$ cat src/rtl/sev_segmonitor.sv
// Receive-side monitor for a multiplexed, active-low 7-segment scan bus.
// Qualifies each scan slot for stability and decodes it back into {dp, hex} per digit.
module sev_segmonitor #(
    parameter int STABLE_CNT = 2,
    parameter int TIMEOUT    = 64
) (
    input  logic       clk,
    input  logic       rst,
    input  logic [6:0] seg_in,
    input  logic       dp_in,
    input  logic [3:0] anode_in,
    output logic [4:0] digit0,
    output logic [4:0] digit1,
    output logic [4:0] digit2,
    output logic [4:0] digit3,
    output logic [3:0] digit_valid,
    output logic [3:0] pattern_err,
    output logic       anode_err,
    output logic       frame_done,
    output logic       stale
);

    localparam logic [3:0]  SC = 4'(STABLE_CNT);
    localparam logic [15:0] TO = 16'(TIMEOUT);

    // Returns {match, hex}; match=0 for any pattern outside the 16 glyphs.
    function automatic logic [4:0] decode_seg(input logic [6:0] seg);
        case (seg)
            7'b1000000: return {1'b1, 4'h0};
            7'b1111001: return {1'b1, 4'h1};
            7'b0100100: return {1'b1, 4'h2};
            7'b0110000: return {1'b1, 4'h3};
            7'b0011001: return {1'b1, 4'h4};
            7'b0010010: return {1'b1, 4'h5};
            7'b0000010: return {1'b1, 4'h6};
            7'b1111000: return {1'b1, 4'h7};
            7'b0000000: return {1'b1, 4'h8};
            7'b0010000: return {1'b1, 4'h9};
            7'b0001000: return {1'b1, 4'hA};
            7'b0000011: return {1'b1, 4'hB};
            7'b1000110: return {1'b1, 4'hC};
            7'b0100001: return {1'b1, 4'hD};
            7'b0000110: return {1'b1, 4'hE};
            7'b0001110: return {1'b1, 4'hF};
            default:    return 5'b0_0000;
        endcase
    endfunction

    function automatic logic [1:0] anode_index(input logic [3:0] sel);
        case (sel)
            4'b0010: return 2'd1;
            4'b0100: return 2'd2;
            4'b1000: return 2'd3;
            default: return 2'd0;
        endcase
    endfunction

    // Synchronizer word layout: {anode[3:0], dp, seg[6:0]}
    logic [11:0] s1, s2;
    logic [3:0]  cnt, cnt_next;
    logic        changed, qualify;
    logic [3:0]  sel;
    logic        single, multi, capture;
    logic [1:0]  idx;
    logic [4:0]  dec;
    logic        blank_seg;
    logic [3:0]  seen, seen_set;
    logic [15:0] tcnt;
    logic [4:0]  digits [4];

    // s1 is the value s2 takes on this edge, so qualification looks at s1.
    always_comb begin
        changed = (s1 != s2);
        if (changed)
            cnt_next = 4'd1;
        else if (cnt == SC)
            cnt_next = cnt;
        else
            cnt_next = cnt + 4'd1;
        qualify   = (cnt_next == SC) && (changed || (cnt != SC));
        sel       = ~s1[11:8];
        single    = $onehot(sel);
        multi     = !$onehot0(sel);
        capture   = qualify && single;
        idx       = anode_index(sel);
        dec       = decode_seg(s1[6:0]);
        blank_seg = (s1[6:0] == 7'h7F);
        seen_set  = seen | (4'b0001 << idx);
    end

    always_ff @(posedge clk or posedge rst) begin
        if (rst) begin
            s1          <= '1;
            s2          <= '1;
            cnt         <= '0;
            seen        <= '0;
            tcnt        <= '0;
            digit_valid <= '0;
            pattern_err <= '0;
            anode_err   <= 1'b0;
            frame_done  <= 1'b0;
            stale       <= 1'b0;
            for (int i = 0; i < 4; i++) digits[i] <= '0;
        end else begin
            s1         <= {anode_in, dp_in, seg_in};
            s2         <= s1;
            cnt        <= cnt_next;
            anode_err  <= 1'b0;
            frame_done <= 1'b0;
            if (capture) begin
                digits[idx][4] <= s1[7];
                if (dec[4]) begin
                    digits[idx][3:0] <= dec[3:0];
                    digit_valid[idx] <= 1'b1;
                    pattern_err[idx] <= 1'b0;
                end else if (blank_seg) begin
                    digits[idx][3:0] <= 4'h0;
                    digit_valid[idx] <= 1'b0;
                    pattern_err[idx] <= 1'b0;
                end else begin
                    digit_valid[idx] <= 1'b0;
                    pattern_err[idx] <= 1'b1;
                end
                if (seen_set == 4'b1111) begin
                    frame_done <= 1'b1;
                    seen       <= '0;
                end else begin
                    seen <= seen_set;
                end
                tcnt  <= '0;
                stale <= 1'b0;
            end else begin
                if (qualify && multi) anode_err <= 1'b1;
                // Counter parks at TIMEOUT; the stale side effects happen once on arrival.
                if (tcnt != TO) begin
                    tcnt <= tcnt + 16'd1;
                    if (tcnt + 16'd1 == TO) begin
                        stale       <= 1'b1;
                        digit_valid <= '0;
                        seen        <= '0;
                    end
                end
            end
        end
    end

    assign digit0 = digits[0];
    assign digit1 = digits[1];
    assign digit2 = digits[2];
    assign digit3 = digits[3];

endmodule

$ cat config.mk
export PLATFORM = sky130hd
export DESIGN_NAME = sev_segmonitor
export DESIGN_NICKNAME = d
export VERILOG_FILES = /design/src/rtl/sev_segmonitor.sv
export SDC_FILE = /design/constraint.sdc
export NUM_CORES = 1
export LEC_CHECK = 0
export ABC_AREA = 1
export CAP_MARGIN = 20
export CORE_MARGIN = 2
export CORE_UTILIZATION = 55
export DETAILED_ROUTE_END_ITERATION = 10
export PLACE_DENSITY = 0.76
export REMOVE_ABC_BUFFERS = 1
export SLEW_MARGIN = 15
export SYNTH_ARGS = -nofsm -noshare
export SYNTH_HDL_FRONTEND = slang
export SYNTH_SLANG_ARGS = --single-unit
$ cat constraint.sdc
create_clock -name clk -period 4.2 [get_ports clk]
set_input_delay 0.84 -clock clk [delete_from_list [all_inputs] [get_ports clk]]
set_output_delay 0.84 -clock clk [all_outputs]
set_load 0.02 [all_outputs]
==> out/metrics.yaml <==
status: "finished, final reports clean"
cts_resized: 0
clock.fmax_ghz: 0.3592
io_buffers: 44
cp-endpoint: "digit0[3]"
insertion_delay_ns: 0.35
routedWlPerCell_um: 12.08
synth-simple-area-share: 0.3541
synth_top_family_by_area: "simple AND/OR/NAND/NOR gates"
fin_skew_ns: 0.01105
grt_max_degree: 80
path_cells: "fa_1, inv_1, ha_1, inv_1, ha_1, nor2_1, nand2_1, inv_1, nand3_2, nor2_1, nand2_1, nand2_1"
drv_slew: 0
io_pins: 45
drtAntennaViolNets: 0
routed_wl_mm: 8.012
min_period_ns: 2.784
num-nets-final: 583
drcViolationCount: 0
cp.required_ns: 4.49
max_stage_delay_ns: 0.59
postCtsHoldBufs: 0
initial_core_util: 0.5643
synthCells: 508
post_cts_buffers: 0
core_sq_um: 7176
die_y_um: 89.80
relSlewSlack: 0.6249
vias: 3312
drtIter0Drc: 148
rr_endpoint: "digit0[3]"
first_global_vias: 3273
die_width_um: 89.80
antenna-diode-count: 0
p_leak_uw: 0.002446
overflow: 0
synthAdderAreaFrac: 0.03276
rsz0062_at_grt: "no"
areaGrowthSynthToFinish_pct: 17.83
cts.path.max_buffers: 2
setup_viol_count_final: 0
cts.clk_slew.worst_paths_ns: 0.08
via_per_inst: 4.995
timing.hold.ws_ns: 0.3878
cap_violations: 0
crit_cells: 12
synth_compound_area_frac: 0.02256
fp.dieArea_sq_um: 8064
grt_pass1_wl_mm: 14.57
ys_types: 30
grt_usage: 0.2211
cp-end-kind: "flip-flop"
tns_ns: 0
ys_warn_count: 0
critPathSlowestCell: "dfstp_2"
netlist_area_sq_um: 4049
numCtsBuffers: 9
h-tree-depth: 3
rrSetupSlack_ns: 1.42
critPathBufInv: 3
synth_xor_area_frac: 0.01947
hpwl_mm: 5.846
antenna_found_initial: 0
layout-drive-gt1-share: 0.1259
synth_area_leaders: "dfrtp_1 34%, dfstp_2 16%, nand2_1 15%"
crit_family: "simple AND/OR/NAND/NOR gates"
critPathArrivalTime_ns: 3.08
cts_root_buf: "clkbuf_8"
cp_max_fo: 13
synth-seq-cells: 79
first_pass_iters: 4
hold_viol_final: 0
hp-class: "flip-flop to flip-flop"
yosys.area.top_type: "dfrtp_1"
syn_avg_cell_area_sq_um: 7.970
worstSetupStartpointType: "flip-flop"
peakVddDrop_v: 0.0001852
seq_area_frac_synth: 0.4957
reg2reg_from: "s1[9]"
critical_path.startpoint: "s1[9]"
tightestPinTransition_ns: 0.5575
period_share: 0.6628
synth_top_area_frac: 0.3399
p_per_area_nw_per_um2: 347.6
rr_worst_depth: 12
critPathKind: "flip-flop to flip-flop"
gp_congestion: 0.8568
cts_tree: "yes"
rows: 31
synthMuxAreaShare: 0
cts_sinks: 79
-- area by class of cell --
| type | instances | area [sq um] |
|---|---|---|
| Timing Repair Buffer | 45 | 460.4 |
| Clock buffer | 11 | 141.4 |
| Multi-Input combinational cell | 354 | 1737 |
| Sequential cell | 79 | 2007 |
| Inverter | 70 | 262.8 |
| Clock inverter | 5 | 38.79 |
| Tap cell | 99 | 123.9 |
| Fill cell | 597 | 2405 |
-- logic make-up after synthesis --
family | after synthesis
AND/OR/NAND/NOR | 317
flip-flops | 79
buffers and inverters | 75
AO/OA/AOI/OAI | 18
adder cells (fa/ha/maj) | 10
XOR/XNOR | 9
-- registers in the layout (all words and copies together) (netlist names), named ones only --
register     flops
tcnt            16
s1              12
s2              12
digit0           5
digit1           5
digit2           5
digit3           5
cnt              4
digit_valid      4
seen             4
anode_err        1
frame_done       1
stale            1
-- through the flow --
step	total power, uW	cell area (sq um)	worst slack [ns]	cells	utilization
2_1_floorplan	1082	4006	1.376	503	-
3_3_place_gp	1155	4591	1.501	647	0.6398
3_5_place_dp	1161	4591	1.399	647	0.6398
4_1_cts	1681	4771	1.430	663	0.6649
5_1_grt	1766	4771	1.236	663	0.6649
6_report	1658	4771	1.416	663	0.6649
-- report_power, final --
group	internal [uW]	switching, uW	total (uW)
registers	820	58.8	879
clock network	235	278	513
logic	102	165	267
-- per-layer routing --
| layer | GRT usage | part of all wire |
|---|---|---|
| met1 | 0.2834 | 0.46 |
| met2 | 0.3725 | 0.47 |
| met3 | 0.05616 | 0.049 |
| met4 | 0.06667 | 0.016 |
| met5 | 0 | 0 |
-- worst min-delay path by stage --
stage	startpoint	endpoint	slack, ns	depth (start not counted)
after floorplan	s1[7]	s2[7]	0.37	0
after global placement	s1[7]	s2[7]	0.37	0
after detailed placement	s1[7]	s2[7]	0.38	0
final	s1[7]	s2[7]	0.39	0
after CTS	s1[7]	s2[7]	0.39	0
after global routing	s1[7]	s2[7]	0.40	0
-- cells in the final DEF, fill, tap and decap left out, types with 4 or more instances in the layout --
cell type | netlist | routed
a21oi_1 | 11 | 11
nor2_2 | 6 | 6
clkdlybuf4s50_1 | 0 | 44
nand3_2 | 5 | 5
nor3_1 | 5 | 5
ha_1 | 9 | 9
nor2_1 | 56 | 56
inv_1 | 64 | 63
nand2_1 | 167 | 167
clkbuf_8 | 0 | 10
nand3_1 | 45 | 45
nand4_1 | 18 | 18
xor2_1 | 4 | 4
inv_2 | 6 | 7
dfstp_2 | 24 | 24
xnor2_1 | 5 | 5
dfrtp_1 | 55 | 55
-- cells in the mapped netlist (all sizes together) --
library cell  count
or2               3
dfrtp            55
nand2           170
ha                9
nor4              2
nor2             66
fa                1
dfstp            24
o22ai             1
inv              70
xor2              4
xnor2             5
nand4            19
nand3b            1
a21oi            11
o21ai             6
buf               5
nor3              6
nand3            50
-- worst register-to-register path: stages (launching register included) --
cell     delay, ns
dfstp_2       0.59
fa_1          0.43
inv_1         0.07
ha_1          0.17
inv_1         0.05
ha_1          0.26
nor2_1        0.10
nand2_1       0.14
inv_1         0.12
nand3_2       0.28
nor2_1        0.35
nand2_1       0.11
nand2_1       0.08
Power figures use the tool's default switching activity.
